--- config.mk ---
export PLATFORM = sky130hd
export DESIGN_NAME = toggle_cov_accum
export DESIGN_NICKNAME = d
export VERILOG_FILES = /design/src/rtl/toggle_cov_accum.sv
export SDC_FILE = /design/constraint.sdc
export NUM_CORES = 1
export LEC_CHECK = 0
export CAP_MARGIN = 20
export CELL_PAD_IN_SITES_DETAIL_PLACEMENT = 2
export CELL_PAD_IN_SITES_GLOBAL_PLACEMENT = 2
export CORE_ASPECT_RATIO = 0.9
export CORE_UTILIZATION = 31
export DETAILED_ROUTE_END_ITERATION = 10
export PLACE_DENSITY = 0.87
export REMOVE_ABC_BUFFERS = 1
export SLEW_MARGIN = 0
export SYNTH_ARGS = -nofsm -noshare
export SYNTH_HDL_FRONTEND = slang
export SYNTH_SLANG_ARGS = --single-unit
--- constraint.sdc ---
create_clock -name clock -period 9.25 [get_ports clock]
set_input_delay 0.925 -clock clock [delete_from_list [all_inputs] [get_ports clock]]
set_output_delay 0.925 -clock clock [all_outputs]
set_load 0.1 [all_outputs]
--- src/rtl/toggle_cov_accum.sv ---
`default_nettype none
// ============================================================================
// toggle_cov_accum: sticky toggle-coverage bitmap, running totals, and a
// chunked valid/ready dump of the bitmap. Optional macro COV_PLATEAU_EN.
// Rev 1.0
// ============================================================================
module toggle_cov_accum #(
    parameter int WIDTH          = 64,
    parameter int CHUNK          = 32,
    parameter int CNT_W          = 32,
    parameter int PLATEAU_CYCLES = 1024,
    localparam int NCHUNK        = (WIDTH + CHUNK - 1) / CHUNK,
    localparam int PC_W          = $clog2(WIDTH + 1),
    localparam int IDX_W         = (NCHUNK > 1) ? $clog2(NCHUNK) : 1
) (
    input  logic               clock,
    input  logic               reset,
    input  logic               toggle_valid,
    input  logic [WIDTH-1:0]   toggle,
    input  logic               clear,
    input  logic               finish,
    output logic [PC_W-1:0]    cov_count,
    output logic [PC_W-1:0]    new_hits,
    output logic [CNT_W-1:0]   cycles,
    output logic               dump_valid,
    input  logic               dump_ready,
    output logic [CHUNK-1:0]   dump_data,
    output logic [IDX_W-1:0]   dump_index,
    output logic               dump_last,
    output logic               done
`ifdef COV_PLATEAU_EN
    ,
    output logic               plateau
`endif
);

    typedef enum logic [1:0] {
        S_ACCUM = 2'd0,
        S_DUMP  = 2'd1,
        S_DONE  = 2'd2
    } state_t;

    state_t              state_q, state_d;
    logic [WIDTH-1:0]    bitmap_q, bitmap_d;
    logic [PC_W-1:0]     cov_count_q, cov_count_d;
    logic [PC_W-1:0]     new_hits_q, new_hits_d;
    logic [CNT_W-1:0]    cycles_q, cycles_d;
    logic                dump_valid_q, dump_valid_d;
    logic [IDX_W-1:0]    dump_index_q, dump_index_d;
    logic                done_q, done_d;

    logic [PC_W-1:0]     w_fresh_cnt;
    logic                w_accept;
    logic                w_at_last;
    logic [NCHUNK*CHUNK-1:0] w_padded;

    function automatic logic [PC_W-1:0] popcount(input logic [WIDTH-1:0] v);
        logic [PC_W-1:0] s;
        s = '0;
        for (int i = 0; i < WIDTH; i++) begin
            s = s + PC_W'(v[i]);
        end
        return s;
    endfunction

    assign w_fresh_cnt = popcount(toggle & ~bitmap_q);
    assign w_accept    = !clear && (state_q == S_ACCUM) && toggle_valid;
    assign w_at_last   = (dump_index_q == IDX_W'(NCHUNK - 1));

    always_ff @(posedge clock) begin
        if (reset) begin
            state_q      <= S_ACCUM;
            bitmap_q     <= '0;
            cov_count_q  <= '0;
            new_hits_q   <= '0;
            cycles_q     <= '0;
            dump_valid_q <= 1'b0;
            dump_index_q <= '0;
            done_q       <= 1'b0;
        end else begin
            state_q      <= state_d;
            bitmap_q     <= bitmap_d;
            cov_count_q  <= cov_count_d;
            new_hits_q   <= new_hits_d;
            cycles_q     <= cycles_d;
            dump_valid_q <= dump_valid_d;
            dump_index_q <= dump_index_d;
            done_q       <= done_d;
        end
    end

    always_comb begin
        state_d      = state_q;
        bitmap_d     = bitmap_q;
        cov_count_d  = cov_count_q;
        new_hits_d   = '0;
        cycles_d     = cycles_q;
        dump_valid_d = dump_valid_q;
        dump_index_d = dump_index_q;
        done_d       = done_q;

        if (clear) begin
            state_d      = S_ACCUM;
            bitmap_d     = '0;
            cov_count_d  = '0;
            cycles_d     = '0;
            dump_valid_d = 1'b0;
            dump_index_d = '0;
            done_d       = 1'b0;
        end else begin
            case (state_q)
                S_ACCUM: begin
                    // A sample arriving with finish is still folded in.
                    if (toggle_valid) begin
                        bitmap_d    = bitmap_q | toggle;
                        new_hits_d  = w_fresh_cnt;
                        cov_count_d = cov_count_q + w_fresh_cnt;
                        if (cycles_q != {CNT_W{1'b1}}) begin
                            cycles_d = cycles_q + CNT_W'(1);
                        end
                    end
                    if (finish) begin
                        state_d      = S_DUMP;
                        dump_valid_d = 1'b1;
                        dump_index_d = '0;
                    end
                end
                S_DUMP: begin
                    if (dump_valid_q && dump_ready) begin
                        if (w_at_last) begin
                            dump_valid_d = 1'b0;
                            done_d       = 1'b1;
                            state_d      = S_DONE;
                        end else begin
                            dump_index_d = dump_index_q + IDX_W'(1);
                        end
                    end
                end
                S_DONE: begin
                end
                default: begin
                    state_d = S_ACCUM;
                end
            endcase
        end
    end

    // Zero-pad the bitmap to a whole number of chunks before selecting.
    always_comb begin
        w_padded              = '0;
        w_padded[WIDTH-1:0]   = bitmap_q;
        dump_data             = '0;
        for (int i = 0; i < NCHUNK; i++) begin
            if (dump_index_q == IDX_W'(i)) begin
                dump_data = w_padded[i*CHUNK +: CHUNK];
            end
        end
    end

    assign cov_count  = cov_count_q;
    assign new_hits   = new_hits_q;
    assign cycles     = cycles_q;
    assign dump_valid = dump_valid_q;
    assign dump_index = dump_index_q;
    assign dump_last  = dump_valid_q && w_at_last;
    assign done       = done_q;

`ifdef COV_PLATEAU_EN
    localparam int RUN_W = $clog2(PLATEAU_CYCLES + 1);

    logic [RUN_W-1:0] run_q, run_d;
    logic             plateau_q, plateau_d;

    always_comb begin
        run_d     = run_q;
        plateau_d = plateau_q;
        if (clear) begin
            run_d     = '0;
            plateau_d = 1'b0;
        end else if (w_accept) begin
            if (w_fresh_cnt != '0) begin
                run_d = '0;
            end else if (run_q != RUN_W'(PLATEAU_CYCLES)) begin
                run_d = run_q + RUN_W'(1);
            end
            if (run_d == RUN_W'(PLATEAU_CYCLES)) begin
                plateau_d = 1'b1;
            end
        end
    end

    always_ff @(posedge clock) begin
        if (reset) begin
            run_q     <= '0;
            plateau_q <= 1'b0;
        end else begin
            run_q     <= run_d;
            plateau_q <= plateau_d;
        end
    end

    assign plateau = plateau_q;
`endif

endmodule
`default_nettype wire
# [Yosys cells after proc, flatten, opt, wreduce, memory -nomap -nowiden]
# Index checks and enable logic that the tools add are counted.
[totals] register_bits=115 input_bits=70 out_inout_bits=82 wordCells=111
[classes] addsub=66 n_eq_ne=6 n_mux=13 n_bitwise=6 n_reduce_logical=12
[op_table] operator="7-bit by 1-bit adder with 7-bit output" n=57
[op_table] operator="64-bit bitwise AND" n=1
[op_table] operator="64-bit inverter" n=1
[op_table] operator="64-bit bitwise OR" n=1
[op_table] operator="32-bit by 1-bit adder with 32-bit output (second input constant)" n=1
[op_table] operator="32-bit two-way mux" n=1
[op_table] operator="32-bit inequality test (second input constant)" n=1
[op_table] operator="3-bit AND reduction" n=3
[op_table] operator="4-bit AND reduction" n=2
[op_table] operator="6-bit by 1-bit adder with 7-bit output" n=1
[op_table] operator="7-bit adder" n=1
[op_table] operator="5-bit by 1-bit adder with 6-bit output" n=1
[op_table] operator="1-bit two-way mux" n=6
[op_table] operator="2-bit two-way mux" n=3
[op_table] operator="2-bit inequality test (second input constant)" n=3
[op_table] operator="2-bit case mux with 3 select lines" n=1
[op_table] operator="4-bit by 1-bit adder with 5-bit output" n=1
[op_table] operator="3-bit by 1-bit adder with 4-bit output" n=1
[op_table] operator="1-bit case mux with 2 select lines" n=2
[op_table] operator="4-bit OR reduction" n=1
[op_table] operator="2-bit by 1-bit adder with 3-bit output" n=1
[op_table] operator="1-bit inverter" n=3
[op_table] operator="1-bit by 1-bit adder with 2-bit output" n=1
[op_table] operator="2-bit by 1-bit equality test with 1-bit output (second input constant)" n=1
[op_table] operator="other kinds (7)" n=8

# [Depth between registers and ports, before layout]
[logic_depth] word_depth=66 ltp_mapped=25 ltp_nobuf=25

# [Least setup slack after synthesis]
# OpenSTA, ideal clock, no wires.
[synth_timing] path_type="input to register" startpoint="input toggle[35]" endpoint="register cov_count_q[6], in the netlist cov_count[6]" setup_time_ns=0.083 arrival_ns=7.402 required_time_ns=9.167 path_slack_ns=1.765 stages=23 n_path_buf=0 cell_sequence="nand2b_1 -> fa_1 -> inv_1 -> fa_1 -> fa_1 -> inv_1 -> fa_1 -> inv_1 -> fa_1 -> fa_1 -> fa_1 -> inv_1 -> fa_1 -> inv_1 -> ha_1 -> a21o_1 -> a21oi_1 -> o21ai_0 -> xor2_1 -> ha_1 -> or4_1 -> mux4_2 -> o2111ai_1"
[synth_between] elab_chain_cells=31
[synth_lines] item="from (decl)" line_no="19" source="input logic [WIDTH-1:0] toggle,"
[synth_lines] item="64-bit bitwise AND" line_no="66" source="assign w_fresh_cnt = popcount(toggle & ~bitmap_q);"
[synth_lines] item="7-bit by 1-bit adder with 7-bit output (29 in a row)" line_no="61" source="s = s + PC_W'(v[i]);"
[synth_lines] item="net w_fresh_cnt[5]" line_no="52" source="logic [PC_W-1:0] w_fresh_cnt;"
[synth_lines] item="7-bit adder" line_no="117" source="cov_count_d = cov_count_q + w_fresh_cnt;"
[synth_lines] item="to (signal assigned)" line_no="83" source="cov_count_q <= cov_count_d;"
[synth_lines] item="to (decl)" line_no="45" source="logic [PC_W-1:0] cov_count_q, cov_count_d;"
# The timed path passes the listed nets, and every way through them passes these cells.
# A chain may end at the register's enable or synchronous reset.

# [Worst setup path after layout]
[layout_timing] startpoint="input toggle[47]" endpoint="register cov_count_q[6], in the netlist cov_count[6]"
[layout_between] elab_chain_cells=19
[layout_lines] item="64-bit bitwise AND" line_no="66"
[layout_lines] item="7-bit by 1-bit adder with 7-bit output (17 in a row)" line_no="61"
[layout_lines] item="net w_fresh_cnt[4]" line_no="52"
[layout_lines] item="7-bit adder" line_no="117"
# The timed path passes the listed nets, and every way through them passes these cells.

==> flow_metrics.env <==
export IMPL_outcome="complete, no violations"
export IMPL_rsz0062_at_grt="no"
export IMPL_async_flop_share_pct=0
export IMPL_crit_fanout=4
export IMPL_slew_headroom_pct=29.93
export IMPL_clock_sinks=115
export IMPL_critical_path_class="in2reg"
export IMPL_gp_congestion=0.7726
export IMPL_syn2layout_area_growth_pct=34.90
export IMPL_critPathMaxStageDelay_ns=0.63
export IMPL_nets=1021
export IMPL_vias_per_cell=5.076
export IMPL_yosys_most_used_dff="dfxtp_1"
export IMPL_syn_avg_cell_area_um2=9.261
export IMPL_startpoint_type="primary input"
export IMPL_finalMaxSlewViolations=0
export IMPL_grt_usage_pct=22.13
export IMPL_die_height_um=142.5
export IMPL_ctsHoldBuffers=0
export IMPL_drv_cap=0
export IMPL_path_cells="clkdlybuf4s50_1, nor2b_1, fa_1, fa_1, inv_1, fa_1, fa_1, fa_1, fa_1, fa_1, inv_1, fa_1, ha_1, fa_1, a21o_1, a21oi_1, xnor2_1, ha_1, and2_1, o21ai_0, o21ai_0, mux4_2, o2111ai_1"
export IMPL_cts_buffers=17
export IMPL_start_util_pct=31.52
export IMPL_routedWlPerCell_um=20.26
export IMPL_path_clk_slew_ns=0.06
export IMPL_synth_top_area_share_pct=33.87
export IMPL_place_ws_ns=0.7050
export IMPL_placementRows=51
export IMPL_grt_max_degree=78
export IMPL_fin_crit_ns=8.133
export IMPL_vias=5974
export IMPL_cp_num_buf_inv=3
export IMPL_synth_edf_count=0
export IMPL_dieArea_um2=22530
export IMPL_io_pins=152
export IMPL_cpMostUsedCell="fa_1"
export IMPL_cts_setup_buffers=0
export IMPL_synth_most_common_cell="dfxtp_1"
export IMPL_synth_area_leaders="dfxtp_1 34%, fa_1 16%, a21oi_1 7.3%"
export IMPL_clk_latency_ns=0.43
export IMPL_hold_violations=0
export IMPL_grt_pass1_wl_um=37070
export IMPL_port_buffers=151
export IMPL_antenna_found_initial=1
export IMPL_ys_seq_elements=115
export IMPL_syn_inst=734
export IMPL_hold_class="reg2reg"
export IMPL_dp_final_hpwl_um=17400
export IMPL_dr_pass1_iters=4
export IMPL_worstMarginPinSlew_ns=1.051
export IMPL_clock_tree_buffer_depth=2
export IMPL_synth_seq_area_share_pct=33.87
export IMPL_setup_viol=0
export IMPL_root_buffer="clkbuf_16"
export IMPL_yosys_area_top_type="dfxtp_1"
export IMPL_fp_dieW_um=158.1
export IMPL_synthesis_area_um2=6798
export IMPL_fin_ws_ns=1.117
export IMPL_rrSetupSlack_ns=1.71
export IMPL_worstPathArrival_ns=8.47
export IMPL_finalCritPeriodShare_pct=87.93
export IMPL_cp_required_ns=9.59
export IMPL_finalSetupTns_ns=0
export IMPL_finalClockSkew_ns=0.01178
export IMPL_crit_family="adder cells"
export IMPL_endpoint_kind="register"
export IMPL_fmax_mhz=123.0
export IMPL_htreeDepth=4
export IMPL_initialDrtViolationCount=233
export IMPL_gr_total_overflow=0
export IMPL_drive_gt1_share_pct=9.040
export IMPL_cts_resized_gates=0
export IMPL_drc_errors=0
export IMPL_yosys_top_cells_count="115 x dfxtp_1, 99 x a21oi_1, 75 x nor2_1"
export IMPL_coreArea_um2=21570
export IMPL_routed_wl_um=23850
export IMPL_slowest_stage="fa_1"
export IMPL_yosys_cell_types_count=52
export IMPL_ant_nets=0
export IMPL_cts_tree="done"
export IMPL_grt_pass1_vias=6739
export IMPL_ys_warnings_count=0
[registers in the layout, indices dropped and copies added (netlist names)]
register	flops
bitmap_q	64
cycles	32
cov_count	7
new_hits	7
state_q	2
done	1
dump_index	1
dump_valid	1
[stage by stage]
step	hold slack (ns)	area, µm²	std cells	util, %
after detailed placement	0.4503	8553	1145	39.66
after CTS	0.4592	9153	1175	42.44
after global routing	0.4785	9170	1177	42.52
final	0.4517	9170	1177	42.52
after floorplan	0.4444	6639	699	-
after global placement	0.4340	8553	1145	39.66
[routing by layer]
layer  vias up  routed length (µm)  global-route usage [%]  share of wire (%)
li1       2768                   -                       -                  -
met1      3039               10230                   26.25                 43
met2       127               12170                   38.62                 51
met3        40                 852                   4.842                3.6
met4         0                 586                   8.704                2.5
met5         -                   0                       0                  0
[area by class of cell]
cell class                      count  area (µm²)
Antenna cell                        1       2.502
Clock buffer                       20       466.7
Clock inverter                     10       132.6
Fill cell                        2346       12400
Inverter                           46       172.7
Multi-Input combinational cell    538        4172
Sequential cell                   115        2303
Tap cell                          291       364.1
Timing Repair Buffer              156        1556
[placed cells by master (no fill, tap or decap), types with 3 or more instances in the layout]
cell and instances:
ha_1 22, nor3_1 4, nand2_1 32, nor2_1 75, buf_4 4, o31a_1 3, nor2b_1 33, nand4_1 6
nand2b_1 31, xor2_1 7, or3_1 22, clkbuf_8 3, xnor2_1 6, a21oi_1 99, fa_1 55, dfxtp_1 114
nand3_1 15, inv_1 46, a21o_1 4, o21a_1 5, clkdlybuf4s50_1 151, bufinv_16 3, clkbuf_16 17, and2_1 9
o2111ai_1 3, nor4_1 4, clkinv_2 4, o21ai_1 3, or4_1 3, o21ai_0 21, mux2_2 32, and3_1 8
o21bai_1 3, and4_1 5, clkinvlp_4 3
[cells by family (layout without fill, tap and decap cells)]
group | count (synthesis) | count (layout) | share of synthesized area [%]
other cells | 0 | 1 | 0
mux | 35 | 35 | 5.927
xor+xnor | 13 | 13 | 1.675
compound gates | 151 | 151 | 12.50
buf+inv | 81 | 232 | 4.878
simple gates | 262 | 262 | 20.91
flops | 115 | 115 | 33.87
fa+ha+maj | 77 | 77 | 20.25
[tightest hold or removal path: stages, from the launching register on]
cell and delay, ns:
dfxtp_1 0.31, inv_1 0.05, a21oi_1 0.05
[final timing paths]
kind,cells after the start,end,startpoint
hold / removal,2,done,done
setup reg to reg,23,cov_count[6],bitmap_q[35]
hold reg to reg,2,done,done
setup / recovery,23,cov_count[6],toggle[47]
Power is left out: the tool's default activity adds up to more than one toggle a clock period on the data nets, which glitch-free logic cannot reach.
